--- src/rtl/sram_bank_ctrl.sv ---
// sram_bank_ctrl
//   Single-port access controller for NB = 2**NBANK_LOG2 asynchronous SRAM
//   banks. A requester holds req until it sees a one-cycle ack. Reads assert
//   ce_n/oe_n on the selected bank and capture sram_dq_i after RD_WAIT wait
//   cycles. Writes run through setup, we_n pulse and hold phases. Address,
//   data and byte lanes stay stable across the whole write.
//   Every SRAM-facing output comes straight from a flop, so the pads see no
//   decode glitches. NBANK_LOG2 must be at least 1.
//
// Ports
//   clk, rst            clock and synchronous active-high reset
//   req, we             request (held until ack) and direction (1 = write)
//   addr                word address; the top NBANK_LOG2 bits select the bank
//   be, wdata           write byte enables (active-high) and write data
//   rdata, ack, busy    registered read data, completion pulse, not-idle flag
//   sram_addr           per-bank word address, bank k in slice k
//   sram_dq_o/_i        shared write data out / muxed read data in
//   sram_dq_oe          per-bank data-pad output enable
//   sram_ce_n/oe_n/we_n per-bank active-low strobes
//   sram_be_n           per-bank active-low byte lanes
module sram_bank_ctrl #(
  parameter int DATA_W     = 32,
  parameter int BANK_AW    = 20,
  parameter int NBANK_LOG2 = 1,
  parameter int RD_WAIT    = 1,
  parameter int WR_WAIT    = 1
) (
  input  logic                                       clk,
  input  logic                                       rst,
  input  logic                                       req,
  input  logic                                       we,
  input  logic [BANK_AW+NBANK_LOG2-1:0]              addr,
  input  logic [DATA_W/8-1:0]                        be,
  input  logic [DATA_W-1:0]                          wdata,
  output logic [DATA_W-1:0]                          rdata,
  output logic                                       ack,
  output logic                                       busy,
  output logic [(2**NBANK_LOG2)*BANK_AW-1:0]         sram_addr,
  output logic [DATA_W-1:0]                          sram_dq_o,
  input  logic [DATA_W-1:0]                          sram_dq_i,
  output logic [(2**NBANK_LOG2)-1:0]                 sram_dq_oe,
  output logic [(2**NBANK_LOG2)-1:0]                 sram_ce_n,
  output logic [(2**NBANK_LOG2)-1:0]                 sram_oe_n,
  output logic [(2**NBANK_LOG2)-1:0]                 sram_we_n,
  output logic [(2**NBANK_LOG2)*(DATA_W/8)-1:0]      sram_be_n
);

  localparam int NB = 2 ** NBANK_LOG2;
  localparam int BW = DATA_W / 8;

  typedef enum logic [2:0] {IDLE, RD, WR_SETUP, WR_PULSE, WR_HOLD} state_t;

  state_t                state_q, state_d;
  logic [3:0]            waitCnt_q, waitCnt_d;
  logic [NBANK_LOG2-1:0] bank_q, bank_d;
  logic [BW-1:0]         be_q, be_d;
  logic [DATA_W-1:0]     rdata_q, rdata_d;
  logic                  ack_q, ack_d;
  logic [NB*BANK_AW-1:0] sramAddr_q, sramAddr_d;
  logic [DATA_W-1:0]     dqO_q, dqO_d;
  logic [NB-1:0]         dqOe_q, dqOe_d;
  logic [NB-1:0]         ceN_q, ceN_d;
  logic [NB-1:0]         oeN_q, oeN_d;
  logic [NB-1:0]         weN_q, weN_d;
  logic [NB*BW-1:0]      beN_q, beN_d;
  logic [NBANK_LOG2-1:0] reqBank;

  assign reqBank = addr[BANK_AW +: NBANK_LOG2];

  // Next-state and next-output logic. Strobes are computed one edge ahead
  // so they come out of flops. Leaving an access restores every bank to
  // its all-inactive pattern at once. That is safe because only one bank
  // is ever active. The ack_q guard in IDLE stops a req that is still held
  // on the ack cycle from starting a second access.
  always_comb begin
    state_d    = state_q;
    waitCnt_d  = waitCnt_q;
    bank_d     = bank_q;
    be_d       = be_q;
    rdata_d    = rdata_q;
    ack_d      = 1'b0;
    sramAddr_d = sramAddr_q;
    dqO_d      = dqO_q;
    dqOe_d     = dqOe_q;
    ceN_d      = ceN_q;
    oeN_d      = oeN_q;
    weN_d      = weN_q;
    beN_d      = beN_q;

    case (state_q)
      IDLE: begin
        if (req && !ack_q) begin
          bank_d         = reqBank;
          be_d           = be;
          ceN_d[reqBank] = 1'b0;
          for (int k = 0; k < NB; k++) begin
            if (reqBank == NBANK_LOG2'(k)) begin
              sramAddr_d[k*BANK_AW +: BANK_AW] = addr[BANK_AW-1:0];
              beN_d[k*BW +: BW]                = we ? ~be : '0;
            end
          end
          if (we) begin
            dqO_d           = wdata;
            dqOe_d[reqBank] = 1'b1;
            state_d         = WR_SETUP;
          end else begin
            oeN_d[reqBank] = 1'b0;
            waitCnt_d      = 4'(RD_WAIT);
            state_d        = RD;
          end
        end
      end

      RD: begin
        if (waitCnt_q == 4'd0) begin
          rdata_d = sram_dq_i;
          ack_d   = 1'b1;
          ceN_d   = '1;
          oeN_d   = '1;
          beN_d   = '1;
          state_d = IDLE;
        end else begin
          waitCnt_d = waitCnt_q - 4'd1;
        end
      end

      WR_SETUP: begin
        if (be_q != '0) begin
          weN_d[bank_q] = 1'b0;
        end
        waitCnt_d = 4'(WR_WAIT - 1);
        state_d   = WR_PULSE;
      end

      WR_PULSE: begin
        if (waitCnt_q == 4'd0) begin
          weN_d   = '1;
          state_d = WR_HOLD;
        end else begin
          waitCnt_d = waitCnt_q - 4'd1;
        end
      end

      WR_HOLD: begin
        ceN_d   = '1;
        dqOe_d  = '0;
        beN_d   = '1;
        weN_d   = '1;
        ack_d   = 1'b1;
        state_d = IDLE;
      end

      default: begin
        state_d = IDLE;
      end
    endcase
  end

  // State and output registers. Reset drives every strobe inactive
  // immediately, which also cuts a we_n pulse short at the reset edge.
  always_ff @(posedge clk) begin
    if (rst) begin
      state_q    <= IDLE;
      waitCnt_q  <= '0;
      bank_q     <= '0;
      be_q       <= '0;
      rdata_q    <= '0;
      ack_q      <= 1'b0;
      sramAddr_q <= '0;
      dqO_q      <= '0;
      dqOe_q     <= '0;
      ceN_q      <= '1;
      oeN_q      <= '1;
      weN_q      <= '1;
      beN_q      <= '1;
    end else begin
      state_q    <= state_d;
      waitCnt_q  <= waitCnt_d;
      bank_q     <= bank_d;
      be_q       <= be_d;
      rdata_q    <= rdata_d;
      ack_q      <= ack_d;
      sramAddr_q <= sramAddr_d;
      dqO_q      <= dqO_d;
      dqOe_q     <= dqOe_d;
      ceN_q      <= ceN_d;
      oeN_q      <= oeN_d;
      weN_q      <= weN_d;
      beN_q      <= beN_d;
    end
  end

  assign rdata      = rdata_q;
  assign ack        = ack_q;
  assign busy       = (state_q != IDLE);
  assign sram_addr  = sramAddr_q;
  assign sram_dq_o  = dqO_q;
  assign sram_dq_oe = dqOe_q;
  assign sram_ce_n  = ceN_q;
  assign sram_oe_n  = oeN_q;
  assign sram_we_n  = weN_q;
  assign sram_be_n  = beN_q;

endmodule

--- config.mk ---
export PLATFORM = sky130hd
export DESIGN_NAME = sram_bank_ctrl
export DESIGN_NICKNAME = d
export VERILOG_FILES = /design/src/rtl/sram_bank_ctrl.sv
export SDC_FILE = /design/constraint.sdc
export NUM_CORES = 1
export LEC_CHECK = 0
export BUFFER_PORTS_ARGS = -buffer_cell sky130_fd_sc_hd__buf_2
export CAP_MARGIN = 40
export CORE_ASPECT_RATIO = 1.4
export CORE_MARGIN = 2
export CORE_UTILIZATION = 47
export DETAILED_ROUTE_END_ITERATION = 10
export GPL_TIMING_DRIVEN = 1
export PLACE_DENSITY = 0.91
export SYNTH_ARGS = -nofsm -noshare
export SYNTH_HDL_FRONTEND = slang
export SYNTH_SLANG_ARGS = --single-unit
--- constraint.sdc ---
create_clock -name clk -period 2.3 [get_ports clk]
set_input_delay 0.115 -clock clk [delete_from_list [all_inputs] [get_ports clk]]
set_output_delay 0.115 -clock clk [all_outputs]
set_load 0.1 [all_outputs]
==> impl_results.md, run 1 <==
* WHS Path Cells at 3
* Largest family of logic cells by synthesized area: simple AND/OR/NAND/NOR gates
* All-Layer GR Usage at between 20% and 30%
* Core ar. at between 10,000 and 15,000 um2
* Critical path's largest stage delay at just under 0.7 ns
* CP Capture Type: primary output
* Share of cells above drive strength 1 at roughly 28%
* # fillers at 751
* Max Fanout on Critical Path at 15
* Fin crit period at 1.97 ns
* Slack of the critical path at ~0.33 ns
* CTS clock-pin slew for the worst setup and hold paths at about 0.050 ns
* Starting Density at between 40% and 50%
* Initial antenna violation count at 0
* Drc violations at 0
* Largest net degree at the start of global routing at 53
* Fmax at 509 MHz
* Drt total wl at roughly 16,000 um
* Post-Syn Area at between 4000 and 5000 um2
* Seq/Total Area, Yosys at 54.4%
* Die width at 90.3 um
* Startpoint types: register
* Vias per cell at roughly 5.2
* Pwr per Cell Area at around 1000 nW/um2
* I/O pins at roughly 220
* # rows at 44
* RSZ-0062 raised after global routing: false
* Cts repair resizes at 0
* Buffers added on ports at 214
* LEAKAGE at 3.40 nW
* Placed Area at 6060 um2
* CP top delay family: flip-flops
* Crit path cell chain: nor3_4 > inv_2 > buf_2
* Worst-margin pin slew at roughly 0.6 ns
* Root buf cell: clkbuf_16
* Htree depth at 4
* Post-detail-place hpwl at just over 9000 um
* Top-area cell type share of the netlist area at between 50 and 60%
* R2r worst-path depth at 6
* # hold bufs at CTS at a little under 90
* Dpl ws at approximately 0.45 ns
* Clk_skew at around 0.009 ns
* Die Ht at about 120 um
* Vias after detailed routing at 5,512
* Hold Crit Class: in2reg
* Syn Nets at between 700 and 800
* Vias in the first global route at 5,523
* VDD IR-drop max at roughly 0.00065 V
* FFs w/ async S/R, synth at 0%
* CTS max path bufs at 2
* Period utilisation layout at 85.5%
* Buffers and inverters on the worst path at 2
* 1st-pass router iterations at 5
* Most frequent cell after synthesis: nand2_1
* N_diodes at 0
* Arrival @ worst endpoint at ~1.9 ns
* Synth-to-layout area growth at 53.1%
* Mean post-synth cell area at 7.93 um2
* Global-route wire length before repair at between 20,000 and 30,000 um
* Total grt overflow at 0
* Gpl congestion at between 0.8 and 0.9
* Commonest cells in the netlist: nand2_1, dfxtp_1, a21oi_1, clkbuf_1, inv_1
* CP max-delay cell: dfxtp_1
* Synth Area in Adders at less than 1%
* Max_cap viols at 0
* Endpoints failing hold at 0
* Design area at 7500 um2
* Synth Area in XOR/XNOR at less than 1%
* Outcome: complete, no violations
* CTS tree: built
* Total CTS buffers at 17
* Post-synthesis mux area share at 0.409%
* Hold_ws at about 0.077 ns
* Die area at approximately 11,000 um2
* Ys Warns at 0
* Logic depth of the worst path, buffers included at 3
* Synth Area in Simple Gates at between 20% and 30%
* Post-synthesis register bit count at about 130
* Post-synthesis compound-gate area fraction at approximately 16%
* Fin. max-slew vios at 0
* Wirelength per Cell at around 15 um
* # Post-CTS Setup Buffers at 0
* Detail Route Antenna Nets at 0
* Slew headroom at 58.9%
* Main flop type after synthesis: dfxtp_1
* Worst skew pair latency at between 0.4 and 0.5 ns
* Sink Count at 133
* Post-synth cell types at 39
* # nets final at 1,005
* Number of flops mapped to enable cells by yosys at 0
* Ranking of synthesized cells by area: dfxtp_1, nand2_1, a21oi_1
* Yosys top cell by area: dfxtp_1
* First DRT Iteration DRCs at 465
* Total power draw at approximately 0.0074 W
* Setup TNS at 0 ns
* Syn Inst Count at around 620
* Endpoints failing setup at 0
* Critical Path RT at ~2.2 ns
* Crit path kind: reg2out
==> power breakdown <==
group,switching [W],internal [W]
logic,0.00181,0.000485
registers,0.000114,0.00249
clock network,0.000954,0.00157
total,0.00288,0.00454
==> through the flow <==
stage          std cells  util, %
3_3_place_gp         942     59.2
2_1_floorplan        618        -
5_1_grt             1062     73.3
6_report            1062     73.3
4_1_cts             1062     73.3
3_5_place_dp         942     59.2
==> cells in the final DEF, fill, tap and decap left out, types with 9 or more instances in the layout <==
master	count
a21oi_1	121
clkbuf_16	17
nand3_1	9
buf_2	213
nor2_1	17
dfxtp_1	133
dlygate4sd3_1	88
inv_1	19
buf_4	13
nand2_1	221
o21ai_0	10
==> routing by layer <==
layer	vias up	track usage, %	wire length (um)
met5	-	0	0
met1	2527	28.5	5740
met3	86	7.38	968
met4	0	18.2	919
met2	290	51.2	8460
li1	2609	-	-
==> layout make-up <==
class / instances / area, um2 / area share [%]
Clock buffer: 24 / 482 / 6.42
Clock inverter: 8 / 75.1 / 1.00
Inverter: 20 / 75.1 / 1.00
Multi-Input combinational cell: 425 / 1990 / 26.5
Sequential cell: 133 / 2660 / 35.5
Tap cell: 138 / 173 / 2.30
Timing Repair Buffer: 314 / 2040 / 27.3
==> cells by family after synthesis <==
family | count (synthesis)
adders and majority gates | 1
DFF | 133
and+or+nand+nor | 271
AOI/OAI and AO/OA | 150
xor gates and xnor gates | 1
buffers and inverters | 60
muxes | 2
==> worst paths after layout <==
path,start,endpoint,slack (ns)
setup reg to reg,state_q[2]$_SDFFE_PP0P_,sram_addr[31]$_SDFFE_PP0P_,0.36
hold / removal,we,sram_oe_n[0]$_SDFFE_PP1P_,0.08
hold reg to reg,sram_be_n[0]$_SDFFE_PP1P_,sram_be_n[0]$_SDFFE_PP1P_,0.44
setup / recovery,state_q[2]$_SDFFE_PP0P_,busy,0.33
==> tightest hold or removal path, stage by stage <==
cell and delay, ns:
buf_2 0.16, o32ai_1 0.10, nand2_1 0.06
==> sequential cells by signal (all words and copies together), names as in the netlist <==
signal and cells:
sram_oe_n 2, waitCnt_q 4, ack 1, state_q 3
rdata 32, sram_dq_oe 2, be_q 4, sram_dq_o 32
sram_we_n 2, sram_be_n 8, sram_addr 40, sram_ce_n 2
bank_q 1
Note: power is estimated with default switching activity, not from simulation.
==> run 2, diff against run 1 <==
Settings changed: CORE_UTILIZATION 47 to 49, CTS_BUF_LIST from default to sky130_fd_sc_hd__clkbuf_4, PLACE_DENSITY 0.91 to 0.94.
==> run 2 against run 1 <==
Against the previous run: sequential power about the same; global-route usage up 2.3 points; final area down 3.1%; critical path depth unchanged; clock power down 33%; power down 11%; wire length up 3.6%; final cell count about the same; clock skew up 0.014 ns; clock-buffer cell count down 5; via count up 2.6%; critical endpoint unchanged; highest routed layer unchanged.
==> impl_results.md, run 2 (synthesis gave the netlist of run 1 again) <==
* Outcome: complete, no violations
* Core ar. at roughly 9800 um2
* Htree depth at 4
* Max_cap viols at 0
* Die width at slightly below 90 um
* R2r worst-path depth at 6
* I/O pins at around 220
* Detail Route Antenna Nets at 0
* Buffers added on ports at ~210
* Slack of the critical path at ~0.24 ns
* Dpl ws at 0.443 ns
* Commonest non-fill, non-tap cell in the layout: nand2_1
* R2r endpoint: sram_dq_o[1]$_SDFFE_PP0P_
* Period utilisation layout at 89.5%
* Root buf cell: clkbuf_4
* Setup TNS at 0 ns
* # rows at 43
* Vias after detailed routing at between 5,000 and 6,000
* CP Capture Type: primary output
* Endpoints failing hold at 0
* Startpoint types: register
* Vias per cell at 5.33
* Crit path kind: reg2out
* Sink Count at about 130
* Share of cells above drive strength 1 at between 20% and 30%
* Gpl congestion at slightly below 0.9
* All-Layer GR Usage at between 30% and 40%
* Initial antenna violation count at 1
* Drt total wl at 16,700 um
* Largest net degree at the start of global routing at 80
* Slew headroom at a little under half
* Die Ht at about 120 um
* RSZ-0062 raised after global routing: false
* Hold_ws at ~0.15 ns
* Max Fanout on Critical Path at 10
* Endpoints failing setup at 0
* VDD IR-drop max at between 0.0005 and 0.0006 V
* Drc violations at 0
* R2R setup slack at 0.33 ns
* Total grt overflow at 0
* Critical Path RT at between 2 and 2.5 ns
* Starting Density at ~50%
* Post-detail-place hpwl at between 9000 and 10,000 um
* Global-route wire length before repair at between 20,000 and 30,000 um
* Hold Crit Class: in2reg
* Final core utilization at 73.8%
* Worst-margin pin slew at around 0.82 ns
* Total CTS buffers at 17
* Synth-to-layout area growth at 48.4%
* Setup crit start: state_q[1]$_SDFFE_PP0P_
* # nets final at around 1,000
* Pwr per Cell Area at between 900 and 1000 nW/um2
* Fin. max-slew vios at 0
* Wirelength per Cell at 15.7 um
* Worst skew pair latency at 0.53 ns
* Die area at approximately 11,000 um2
* Clk_skew at roughly 0.023 ns
* Largest register FFs at 40
* LEAKAGE at 3.31 nW
* CTS clock-pin slew for the worst setup and hold paths at approximately 0.12 ns
* Critical Path Sink: busy
* CTS tree: built
* Vias in the first global route at about 5,500
* RR Startpoint: state_q[1]$_SDFFE_PP0P_
* Fmax at ~490 MHz
* CTS max path bufs at 2
* Arrival @ worst endpoint at between 1.5 and 2 ns
* Most frequent cells in the layout: nand2_1, buf_2, dfxtp_1
* Fin crit period at 2.06 ns
* First DRT Iteration DRCs at ~410
* 1st-pass router iterations at 5
[run 2: repair_timing]
item | in CTS | in global routing
hold buffers | 91 | 0
setup endpoints to repair | 0 | 1
resized for setup | 0 | 1
buffers inserted | 0 | 0
hold endpoints to repair | 122 | 0
[run 2: critical path, stage by stage, from the launching register on]
cell and delay, ns:
dfxtp_1 0.64, nor3_4 0.14, inv_2 0.16, buf_2 0.49
[run 2: worst min-delay path by stage]
| stage | from | end | slack, ns | cells past startpoint |
|---|---|---|---|---|
| 2_1_floorplan | wdata[11] | sram_dq_o[11]$_SDFFE_PP0P_ | 0.25 | 2 |
| 3_3_place_gp | wdata[4] | sram_dq_o[4]$_SDFFE_PP0P_ | 0.36 | 3 |
| 3_5_place_dp | sram_dq_i[19] | rdata[19]$_SDFFE_PP0P_ | 0.36 | 3 |
| 4_1_cts | req | state_q[0]$_SDFFE_PP0P_ | 0.11 | 4 |
| 5_1_grt | req | state_q[0]$_SDFFE_PP0P_ | 0.16 | 4 |
| 6_report | req | state_q[0]$_SDFFE_PP0P_ | 0.15 | 4 |
[run 2: metal layers]
metal | part of all wire [%] | GRT usage [%] | up-vias
met2 | 52 | 53.7 | 336
met1 | 34 | 29.2 | 2575
li1 | - | - | 2625
met4 | 7.7 | 24.1 | 0
met3 | 6.5 | 8.61 | 120
met5 | 0 | 0 | -
[run 2: power breakdown]
| group | switching [W] | internal (W) |
|---|---|---|
| clock network | 0.000817 | 0.000864 |
| logic | 0.00182 | 0.000487 |
| registers | 0.000115 | 0.00249 |
[run 2: metrics by stage]
| stage | power, W | instances | instance area [um2] |
|---|---|---|---|
| 2_1_floorplan | 0.00439 | 618 | 4900 |
| 3_3_place_gp | 0.00476 | 938 | 6050 |
| 3_5_place_dp | 0.00479 | 938 | 6050 |
| 4_1_cts | 0.00656 | 1060 | 7270 |
| 5_1_grt | 0.00685 | 1061 | 7270 |
| 6_report | 0.00659 | 1061 | 7270 |
[run 2: layout make-up]
cell class              instances  area [um2]
diodes                          1        2.50
clock buffers                  19         143
clock inverters                12         161
fillers                       674        2570
inverters                      20        75.1
multi-input cells             425        1990
flip-flops and latches        133        2660
well taps                     135         169
repair buffers                316        2070
==> run 3, diff against run 2 <==
Settings changed: CORE_MARGIN 2 to 4, CORE_UTILIZATION 49 to 30, PLACE_DENSITY 0.94 to 0.67, SETUP_SLACK_MARGIN from default to 0.3.
==> run 3 against run 2 <==
Against the previous run: clock power is 11% higher; sequential share of layout area is 0.80 points lower; combinational power hardly changed; worst hold slack better by 0.014 ns; final cell count is 6.6% higher; wire length is 5.6% lower; highest routed layer unchanged.
==> impl_results.md, run 3 (synthesis gave the netlist of run 1 again) <==
* Vias after detailed routing at 5,285
* Critical Path RT at roughly 2.2 ns
* CTS tree: built
* Core ar. at about 16,000 um2
* Vias in the first global route at 5,057
* Sink Count at 133
* Slack of the critical path at slightly below 0.5 ns
* Most frequent cells in the layout: nand2_1, buf_2, dfxtp_1
* Commonest non-fill, non-tap cell in the layout: nand2_1
* Worst skew pair latency at 0.53 ns
* # nets final at about 1,000
* Period utilisation layout at a little under 80%
* Flop pwr share at a little under two fifths
* First DRT Iteration DRCs at 256
* Post-detail-place hpwl at 10,200 um
* 1st-pass router iterations at 4
* Slew headroom at roughly three fifths
* Synth-to-layout area growth at 51.7%
* Drc violations at 0
* Max Fanout on Critical Path at 10
* Largest register FFs at 40
* RSZ-0062 raised after global routing: false
* Crit path cell chain: nor3_4 > inv_2 > buf_4
* Setup TNS at 0 ns
* LEAKAGE at between 3 and 4 nW
* Max_cap viols at 0
* # rows at between 50 and 60
* Endpoints failing hold at 0
* Fin crit period at about 1.8 ns
* Fmax at 551 MHz
* Startpoint types: register
* Initial antenna violation count at 1
* Wirelength per Cell at around 14 um
* WHS Path Cells at 4
* Final core utilization at 46.2%
* Largest net degree at the start of global routing at 55
* Gpl congestion at 0.847
* Clock share of power at between 20% and 30%
* R2R setup slack at 0.52 ns
* CTS clock-pin slew for the worst setup and hold paths at roughly 0.11 ns
* All-Layer GR Usage at about 17%
* Htree depth at 4
* CP max-delay cell: dfxtp_1
* Int Power at 0.00399 W
* Hold endpoint: be_q[2]$_SDFFE_PP0P_
* R2r worst-path depth at 7
* Combinational share of power at 34.1%
* Die width at about 120 um
* Arrival @ worst endpoint at about 1.7 ns
* Die area at around 18,000 um2
* Share of cells above drive strength 1 at slightly below 30%
* Total CTS buffers at 17
* Crit path kind: reg2out
* CP Capture Type: primary output
* Drt total wl at 15,700 um
* Global-route wire length before repair at 24,900 um
* Vias per cell at approximately 4.7
* Setup crit start: state_q[1]$_SDFFE_PP0P_
* Dpl ws at slightly above 0.5 ns
* Endpoints failing setup at 0
* Net Sw Frac at around 41%
* Hold Crit Class: in2reg
* Clk_skew at roughly 0.016 ns
* CP top delay family: flip-flops
* Outcome: complete, no violations
* Critical path's largest stage delay at 0.61 ns
* Multi-input logic area at about 2000 um2
* # fillers at 1,572
* I/O pins at between 200 and 250
* RR Startpoint: waitCnt_q[0]$_SDFFE_PP0P_
* Fin. max-slew vios at 0
* Total grt overflow at 0
* Hold Crit Start: req
* Detail Route Antenna Nets at 0
* Worst-margin pin slew at between 0.5 and 0.6 ns
* Die Ht at around 160 um
* Starting Density at a little over 30%
* VDD IR-drop max at approximately 0.00043 V
* CTS max path bufs at 2
* Pwr per Cell Area at slightly above 900 nW/um2
* Non-Filler Instances at between 1,000 and 1,500
* Root buf cell: clkbuf_4
* Sw power at 0.00277 W
* Inst Count DP at 1,004
* Buffers and inverters on the worst path at 2
* Hold_ws at between 0.15 and 0.2 ns
* R2r endpoint: waitCnt_q[1]$_SDFFE_PP0P_
* Buffers added on ports at around 210
* Register area at 2660 um2
==> run 3: cell types whose count changed in the layout (fill, tap and decap cells not counted), sizes merged <==
| cell | previous run | this run |
|---|---|---|
| inv | 20 | 21 |
| buf | 225 | 230 |
| clkinv | 6 | 5 |
| bufinv | 4 | 5 |
==> run 3: through the flow <==
stage | power (W) | cell area [um2]
6_report | 0.00676 | 7430
5_1_grt | 0.00709 | 7430
4_1_cts | 0.00684 | 7410
3_5_place_dp | 0.00482 | 6150
3_3_place_gp | 0.00480 | 6150
2_1_floorplan | 0.00439 | 4900
==> run 3: power groups by stage <==
stage	logic (W)	clock network (W)	registers [W]
2_1_floorplan	0.000578	0	0.00381
3_3_place_gp	0.00216	0	0.00264
3_5_place_dp	0.00217	0	0.00265
4_1_cts	0.00229	0.00194	0.00260
5_1_grt	0.00244	0.00203	0.00262
6_report	0.00231	0.00186	0.00260
==> run 3: repair_timing <==
| action | CTS | global route |
|---|---|---|
| hold endpoints to repair | 124 | 0 |
| cloned | 0 | 0 |
| endpoints found under the setup margin | 1 | 2 |
| pin swaps | 0 | 1 |
| hold buffers | 91 | 0 |
| gates resized for setup | 1 | 0 |
| buffers inserted | 0 | 3 |
==> run 3: worst register-to-register path, cell delays in order (launching register included) <==
cell and delay, ns:
dfxtp_1 0.40, inv_1 0.06, ha_1 0.24, nor4bb_1 0.14, buf_4 0.16, a211oi_2 0.38, mux2i_1 0.23, nor2_1 0.05
==> run 3: how the worst max path moves through the flow <==
| stage | endpoint | slack (ns) | depth (start not counted) |
|---|---|---|---|
| detailed placement | sram_dq_oe[1]$_SDFFE_PP0P_ | 0.52 | 6 |
| floorplan | sram_dq_o[10]$_SDFFE_PP0P_ | 0.51 | 7 |
| finish | busy | 0.48 | 3 |
| global route | busy | 0.36 | 3 |
| global placement | sram_dq_oe[1]$_SDFFE_PP0P_ | 0.56 | 6 |
| CTS | busy | 0.36 | 3 |
==> run 3: per-layer routing <==
metal / routed length (um) / up-vias / GRT usage, %
met3: 1000 / 46 / 5.29
li1: - / 2629 / -
met2: 8040 / 194 / 29.6
met1: 6010 / 2416 / 17.9
met4: 675 / 0 / 9.23
met5: 0 / - / 0
==> run 3: area by class of cell <==
class | instances | share of cell area (%)
Inverter | 20 | 1.01
Antenna cell | 1 | 0.0337
Sequential cell | 133 | 35.8
Timing Repair Buffer | 321 | 28.3
Clock inverter | 13 | 2.74
Multi-Input combinational cell | 425 | 26.8
Tap cell | 199 | 3.35
Clock buffer | 19 | 1.92
